## src/rtl/adler32_pkg.sv

```systemverilog
// Shared constants and FSM encoding for the Adler-32 checksum block.
package adler32_pkg;

  localparam int unsigned DATA_WD   = 32;
  localparam int unsigned NUM_WD    = 2;
  localparam int unsigned ADLER_MOD = 65521;
  localparam int unsigned HALF_WD   = 16;
  // Wide enough for B + 4*A + weighted byte sum (< 6*65521)
  localparam int unsigned SUM_WD    = 19;

  typedef enum logic [0:0] {
    ST_IDLE = 1'b0,
    ST_ACC  = 1'b1
  } state_e;

endpackage

```

## src/rtl/adler32_step.sv

```systemverilog
// Combinational per-beat Adler-32 update of up to four MSB-first bytes.
module adler32_step
  import adler32_pkg::*;
(
  input  logic [HALF_WD-1:0] a_i,
  input  logic [HALF_WD-1:0] b_i,
  input  logic [DATA_WD-1:0] dat_i,
  input  logic [NUM_WD-1:0]  num_i,
  output logic [HALF_WD-1:0] a_o,
  output logic [HALF_WD-1:0] b_o
);

  localparam logic [SUM_WD-1:0] MOD_X1 = SUM_WD'(1 * ADLER_MOD);
  localparam logic [SUM_WD-1:0] MOD_X2 = SUM_WD'(2 * ADLER_MOD);
  localparam logic [SUM_WD-1:0] MOD_X3 = SUM_WD'(3 * ADLER_MOD);
  localparam logic [SUM_WD-1:0] MOD_X4 = SUM_WD'(4 * ADLER_MOD);
  localparam logic [SUM_WD-1:0] MOD_X5 = SUM_WD'(5 * ADLER_MOD);

  logic [2:0]        n_bytes;
  logic [9:0]        byte_sum;
  logic [11:0]       weight_sum;
  logic [SUM_WD-1:0] a_sum;
  logic [SUM_WD-1:0] b_sum;
  logic [SUM_WD-1:0] b_red;

  assign n_bytes = 3'(num_i) + 3'd1;

  // Plain and position-weighted sums over the valid bytes only
  always_comb begin
    byte_sum   = '0;
    weight_sum = '0;
    for (int i = 0; i < 4; i++) begin
      if (i <= int'(num_i)) begin
        byte_sum   = byte_sum + 10'(dat_i[DATA_WD-1-8*i -: 8]);
        weight_sum = weight_sum
                   + 12'(dat_i[DATA_WD-1-8*i -: 8]) * 12'(int'(n_bytes) - i);
      end
    end
  end

  // A: sum stays below 2*MOD, so one conditional subtract suffices
  always_comb begin
    a_sum = SUM_WD'(a_i) + SUM_WD'(byte_sum);
    if (a_sum >= MOD_X1) begin
      a_o = HALF_WD'(a_sum - MOD_X1);
    end else begin
      a_o = HALF_WD'(a_sum);
    end
  end

  // B: sum stays below 6*MOD, so pick the largest multiple not exceeding it
  always_comb begin
    b_sum = SUM_WD'(b_i) + SUM_WD'(n_bytes) * SUM_WD'(a_i) + SUM_WD'(weight_sum);
    if (b_sum >= MOD_X5) begin
      b_red = b_sum - MOD_X5;
    end else if (b_sum >= MOD_X4) begin
      b_red = b_sum - MOD_X4;
    end else if (b_sum >= MOD_X3) begin
      b_red = b_sum - MOD_X3;
    end else if (b_sum >= MOD_X2) begin
      b_red = b_sum - MOD_X2;
    end else if (b_sum >= MOD_X1) begin
      b_red = b_sum - MOD_X1;
    end else begin
      b_red = b_sum;
    end
    b_o = HALF_WD'(b_red);
  end

endmodule

```

## src/rtl/adler32.sv

```systemverilog
// Streaming Adler-32 checksum: frame FSM, running A/B registers and result outputs.
module adler32
  import adler32_pkg::*;
#(
  parameter int unsigned DATA_WD = 32,
  parameter int unsigned NUM_WD  = 2
) (
  input  logic               clk,
  input  logic               rst,
  input  logic               start_i,
  input  logic               val_i,
  input  logic [DATA_WD-1:0] dat_i,
  input  logic [NUM_WD-1:0]  num_i,
  input  logic               lst_i,
  output logic               done_o,
  output logic               val_o,
  output logic [DATA_WD-1:0] dat_o
);

  state_e               state_q, state_d;
  logic [HALF_WD-1:0]   a_q, a_d;
  logic [HALF_WD-1:0]   b_q, b_d;
  logic                 done_q, done_d;
  logic [DATA_WD-1:0]   dat_q, dat_d;

  logic [HALF_WD-1:0]   a_base;
  logic [HALF_WD-1:0]   b_base;
  logic [HALF_WD-1:0]   a_step;
  logic [HALF_WD-1:0]   b_step;
  logic                 accept;

  // A beat coinciding with start_i runs against the fresh initial values
  assign a_base = start_i ? HALF_WD'(1) : a_q;
  assign b_base = start_i ? HALF_WD'(0) : b_q;
  assign accept = val_i && (start_i || (state_q == ST_ACC));

  adler32_step u_step (
    .a_i   (a_base),
    .b_i   (b_base),
    .dat_i (dat_i),
    .num_i (num_i),
    .a_o   (a_step),
    .b_o   (b_step)
  );

  // Next-state, running sums and result capture
  always_comb begin
    state_d = state_q;
    a_d     = a_q;
    b_d     = b_q;
    done_d  = 1'b0;
    dat_d   = dat_q;

    if (start_i) begin
      state_d = ST_ACC;
      a_d     = HALF_WD'(1);
      b_d     = HALF_WD'(0);
      dat_d   = '0;
    end

    if (accept) begin
      a_d = a_step;
      b_d = b_step;
      if (lst_i) begin
        state_d = ST_IDLE;
        done_d  = 1'b1;
        dat_d   = DATA_WD'({b_step, a_step});
      end
    end
  end

  // State and output registers, synchronous reset dominates everything
  always_ff @(posedge clk) begin
    if (rst) begin
      state_q <= ST_IDLE;
      a_q     <= HALF_WD'(1);
      b_q     <= HALF_WD'(0);
      done_q  <= 1'b0;
      dat_q   <= '0;
    end else begin
      state_q <= state_d;
      a_q     <= a_d;
      b_q     <= b_d;
      done_q  <= done_d;
      dat_q   <= dat_d;
    end
  end

  assign done_o = done_q;
  assign val_o  = done_q;
  assign dat_o  = dat_q;

endmodule

```

## config.mk

```make
export PLATFORM = sky130hd
export DESIGN_NAME = adler32
export DESIGN_NICKNAME = d
export VERILOG_FILES = /design/src/rtl/adler32_pkg.sv /design/src/rtl/adler32_step.sv /design/src/rtl/adler32.sv
export SDC_FILE = /design/constraint.sdc
export NUM_CORES = 1
export LEC_CHECK = 0
export BUFFER_PORTS_ARGS = -buffer_cell sky130_fd_sc_hd__clkbuf_2
export CAP_MARGIN = 10
export CORE_AREA = 3 3 166 168
export CTS_CLUSTER_DIAMETER = 100
export DETAILED_ROUTE_END_ITERATION = 12
export DIE_AREA = 0 0 169 171
export MAX_ROUTING_LAYER = met4
export PLACE_DENSITY = 0.72
export RECOVER_POWER = 25
export SYNTH_ARGS = -nofsm -noshare
export SYNTH_HDL_FRONTEND = slang
export SYNTH_SLANG_ARGS = --single-unit
```

## constraint.sdc

```tcl
create_clock -name clk -period 32.3 [get_ports clk]
set_input_delay 3.23 -clock clk [delete_from_list [all_inputs] [get_ports clk]]
set_output_delay 3.23 -clock clk [all_outputs]
set_load 0.1 [all_outputs]
```

**Word-level counts from Yosys, hierarchy flattened**

Cells that the tools add are included.

- Output and inout port bits: 34
- Logic and storage cells: 65
- Register bits after elaboration: 66
- Bits of input ports: 39

- Add/subtract/negate cells: 19
- $mul: 5
- Bitwise logic cells: 1
- Reductions and logical operators: 3
- Multiplexer cells: 23
- Order comparisons: 9

Operator list:

| operator | number |
|---|---|
| $mux 16 | 10 |
| $mux 32 | 3 |
| $sub 16x16->16 const B | 6 |
| $ge 19x18->1 const B | 2 |
| $add 12x12->12 | 3 |
| $mul 8x12->12 | 3 |
| $mux 12 | 3 |
| $mux 10 | 3 |
| $add 10x8->10 | 2 |
| $add 16x19->19 | 1 |
| $add 19x12->19 | 1 |
| $ge 19x16->1 const B | 1 |
| $ge 19x17->1 const B | 1 |
| $ge 19x19->1 const B | 1 |
| $mul 3x16->19 | 1 |
| $add 16x10->17 | 1 |
| $ge 17x16->1 const B | 1 |
| $mul 8x3->11 | 1 |
| $add 8x8->9 | 1 |
| $sub 3x2->4 const B | 2 |
| $le 2x2->1 const A | 2 |
| $mux 1 | 4 |
| $sub 3x1->4 const B | 1 |
| $add 2x1->3 const B | 1 |
| 5 further kinds | 5 |

**Logic depth before layout (Yosys ltp)**

- Depth in word-level cells: 18
- Mapped depth: 65
- Mapped depth without buffers: 62

**By module**

Synthesis repeated with hierarchy kept, for this count alone.

- Cell total of the unflattened synthesis: 1602
- Area total of the unflattened synthesis: 12998.7 um^2

Modules (own cells, without submodules):

| module | seq. area each (um^2) | area each (um^2) | instances | cells an instance |
|---|---|---|---|---|
| adler32_step | 0.0 | 10622.7 | 1 | 1407 |
| adler32 | 1321.3 | 2376.0 | 1 | 195 |

**Worst setup path before layout**

Ideal clock, no wire load.

- Path kind: input to register
- From: input num_i[0]
- To: register dat_q[20], in the netlist dat_o[20]
- Cell stages on the path: 63
- Data required time: 32.181 ns
- Setup slack: 13.782 ns
- Arrival: 18.399 ns
- Path buffers: 2
- Library setup time: 0.119 ns
- Cells stage by stage: inv_1 > clkbuf_1 > ha_1 > clkbuf_1 > and2_1 > fa_1 > ha_1 > inv_1 > fa_1 > inv_1 > a21oi_1 > o21bai_1 > xnor2_1 > fa_1 > fa_1 > fa_1 > fa_1 > inv_1 > (+27 left out) > o21bai_1 > a21oi_1 > xnor2_1 > nand2_1 > xnor2_1 > fa_1 > ha_1 > a211oi_1 > a21oi_1 > a311oi_1 > xnor2_1 > nand2_1 > o2111ai_1 > a31oi_1 > a211oi_1 > a311oi_1 > or4_1 > a32o_1

- Longest elaborated chain between the ends: 18
- Elaborated cells between the ends (all ways): 37
- Classes of those cells: add/sub: 14; mul: 5; order compare: 8; mux: 10

RTL lines:

| element | line | source |
|---|---|---|
| start: declaration | adler32.sv:13 | `input logic [NUM_WD-1:0] num_i,` |
| $add 2x1->3 | adler32_step.sv:26 | `assign n_bytes = 3'(num_i) + 3'd1;` |
| $sub 3x1->4 | adler32_step.sv:36 | `+ 12'(dat_i[DATA_WD-1-8*i -: 8]) * 12'(int'(n_bytes) - i);` |
| $mul 8x12->12 | adler32_step.sv:36 |  |
| $add 12x12->12 | adler32_step.sv:36 |  |
| $mux 12 | adler32_step.sv:33 | `if (i <= int'(num_i)) begin` |
| $add 12x12->12 | adler32_step.sv:36 |  |
| $mux 12 | adler32_step.sv:33 |  |
| $add 12x12->12 | adler32_step.sv:36 |  |
| (+2 left out) | - |  |
| $sub 16x16->16 or $ge 19x16->1 (tied branches) | adler32_step.sv:63, adler32_step.sv:62 |  |
| $mux 16 | adler32_step.sv:62 | `end else if (b_sum >= MOD_X1) begin` |
| $mux 16 | adler32_step.sv:60 | `end else if (b_sum >= MOD_X2) begin` |
| $mux 16 | adler32_step.sv:58 | `end else if (b_sum >= MOD_X3) begin` |
| $mux 16 | adler32_step.sv:56 | `end else if (b_sum >= MOD_X4) begin` |
| $mux 16 * | adler32_step.sv:54 | `if (b_sum >= MOD_X5) begin` |
| $mux 32 * | adler32.sv:64 | `if (lst_i) begin` |
| $mux 32 * | adler32.sv:61 | `if (accept) begin` |
| end signal: assignment | adler32.sv:85 | `dat_q <= dat_d;` |
| end: declaration | adler32.sv:24 | `logic [DATA_WD-1:0] dat_q, dat_d;` |

Every way passes the cells marked *; elsewhere a longest branch is shown, timed or not.
A chain may end at the register's enable or synchronous reset.

**Worst setup path after layout**

- From: input num_i[1]
- To: register dat_q[26], in the netlist dat_o[26]

The elaborated chain is that of the path after synthesis.

==> flow_summary.ini <==
[run_status]
status = finished, violations left
violations = max-capacitance violations, max-slew violations

[timing]
drv_slew = 42
tns_ns = 0
hold_viol_final = 0
fin_crit_sh_pct = 65.2
period_minus_slack_ns = 21.04
maxSlewHeadroom_pct = -24.9
setup-violations-final = 0
clock_skew_ns = 0.00577
timing.fmax_mhz = 47.5
rsz0062_at_grt = false
worst-slew-pin-transition_ns = 1.87

[route]
drt_wl_total_um = 38000
vias_per_cell = 5.72
drc = 0
wl_per_cell_um = 17.8
dr.pass1.iters = 5
via_count = 12300
drt_iter0_markers = 838
ant_nets = 0

[placed_design]
io_buffers = 72
gp_congestion = 0.932
dpl.hpwl_um = 31600

[floorplan]
dieArea_sq_um = 28900
num_rows = 59
die_y_um = 171
ios = 73
initial_utilization_pct = 55.4
core_area_sq_um = 26100
die_w_um = 169

[synth]
synth-edff-count = 0
ys_ff_latch = 66
syn-num-nets = 2141
ys.flop_type = dfxtp_1
ys_types = 89
yosysSeqAreaShare_pct = 9.16
syn_inst = 1768
ys_warn_count = 0
avgSynthCellArea_sq_um = 8.16
async_reset_ff_share_pct = 0
syn-cell-area_sq_um = 14400

[global_routing]
grt_use_total_pct = 27.4
grt_pass1_wl_um = 62400
grt_overflow_total = 0
grt_pass1_vias = 12400
grt_max_degree = 42
antenna_found_initial = 1

[critical_path]
start_kind = input port
worst_ep_arrival_time_ns = 21.27
crit_path_max_fanout = 31
slowest_stage = a31oi_1
path_class = input port to flop
required_ns = 32.53
max_stage_delay_ns = 0.81
regToRegSetupSlack_ns = 24.98
crit_top_cell = fa_1
end_kind = flop

[clock_tree]
root_buffer = clkbuf_16
htree_levels = 3
clk_latency_ns = 0.33
cts_inserted_buffers = 9
ctsResizeCount = 0
cts_max_path_buffers = 2
tritoncts = yes
clkSlewWorstSetupHoldPaths_ns = 0.06
cts_num_sinks = 66
ctsHoldBuffers = 0
cts_setup_buffers = 0

[layout]
finish.utilization_pct = 58.6
num-fill-cells = 2390
area_growth_pct = 5.83
nNetsFinal = 2174
drive_above_1_share_pct = 6.26
final_common_cell = inv_1
mostFrequentLayoutCells = 282 x inv_1, 176 x fa_1, 175 x nand2_1

[hold_path]
hp-class = flop to flop

[job]
cap_viol_max_count = 1
-- state kept, by name (all words and copies together) (netlist names) --
register and cells:
done_o 1, state_q 1, dat_o 32, a_q 16, b_q 16
-- path summary, 6_finish.rpt --
kind	end	start	cells after the start
max	dat_o[26]$_SDFF_PP0_	num_i[1]	63
min	dat_o[7]$_SDFF_PP0_	dat_o[7]$_SDFF_PP0_	2
max reg2reg	dat_o[26]$_SDFF_PP0_	a_q[6]$_SDFF_PP0_	21
min reg2reg	dat_o[7]$_SDFF_PP0_	dat_o[7]$_SDFF_PP0_	2
-- Yosys cell counts, types with 8 or more instances --
cell type	number	area, sq um
a211oi_1	24	180
a21o_1	19	143
a21oi_1	99	495
a22o_1	10	87.6
a31oi_1	15	93.8
and2_1	54	338
clkbuf_1	40	150
dfxtp_1	66	1320
fa_1	176	3520
ha_1	158	1980
inv_1	282	1060
mux2_2	11	124
mux2i_1	11	110
nand2_1	175	657
nand2b_1	10	62.6
nand3_1	26	130
nand4_1	8	50.1
nor2_1	108	405
nor2b_1	56	350
nor3_1	21	105
o211ai_1	8	60.1
o21a_1	12	90.1
o21ai_0	84	420
o21bai_1	21	158
or3_1	9	56.3
xnor2_1	99	867
xor2_1	29	254
-- area by class of cell --
class / count / area [sq um] / area share [%]
inverters: 287 / 1080 / 7.06
flip-flops and latches: 66 / 1320 / 8.65
repair buffers: 81 / 397 / 2.60
well taps: 335 / 419 / 2.75
clock buffers: 10 / 239 / 1.57
clock inverters: 6 / 65.1 / 0.426
diodes: 1 / 2.50 / 0.0164
multi-input cells: 1356 / 11700 / 76.9
-- metal layers --
layer / up-vias / GRT usage, % / wire length [um]
li1: 5881 / - / -
met1: 5931 / 36.4 / 17000
met2: 378 / 44.0 / 17500
met3: 71 / 3.49 / 2200
met4: 0 / 8.68 / 1320
met5: - / - / 0
-- through the flow --
| step | hold WS, ns | worst slack, ns | cells | area, sq um |
|---|---|---|---|---|
| after floorplan | 0.464 | 13.78 | 1768 | 14400 |
| after global placement | 0.438 | 11.48 | 2125 | 15000 |
| after detailed placement | 0.441 | 11.16 | 2125 | 15000 |
| after CTS | 0.455 | 11.46 | 2141 | 15300 |
| after global routing | 0.473 | 10.22 | 2142 | 15300 |
| final | 0.450 | 11.26 | 2142 | 15300 |
-- kinds of logic (layout without fill, tap and decap cells) --
family	after synthesis	after routing	synth area share, %
buffers and inverters	346	384	9.43
other	1	2	0.0260
muxes	22	22	1.62
AOI/OAI and AO/OA	366	366	16.9
and+or+nand+nor	505	505	17.0
adders and majority gates	334	334	38.1
DFF	66	66	9.16
xor gates and xnor gates	128	128	7.77
-- worst max-delay path, delay by kind of cell --
family | cells | cell delay [ns]
adders and majority gates | 20 | 9.14
AOI/OAI and AO/OA | 17 | 4.87
buffers and inverters | 14 | 1.55
xor gates and xnor gates | 6 | 1.14
and+or+nand+nor | 5 | 0.90
muxes | 1 | 0.41
Power is not shown: default switching activity piles up to over one toggle a cycle in this logic, so the estimate is an artifact.
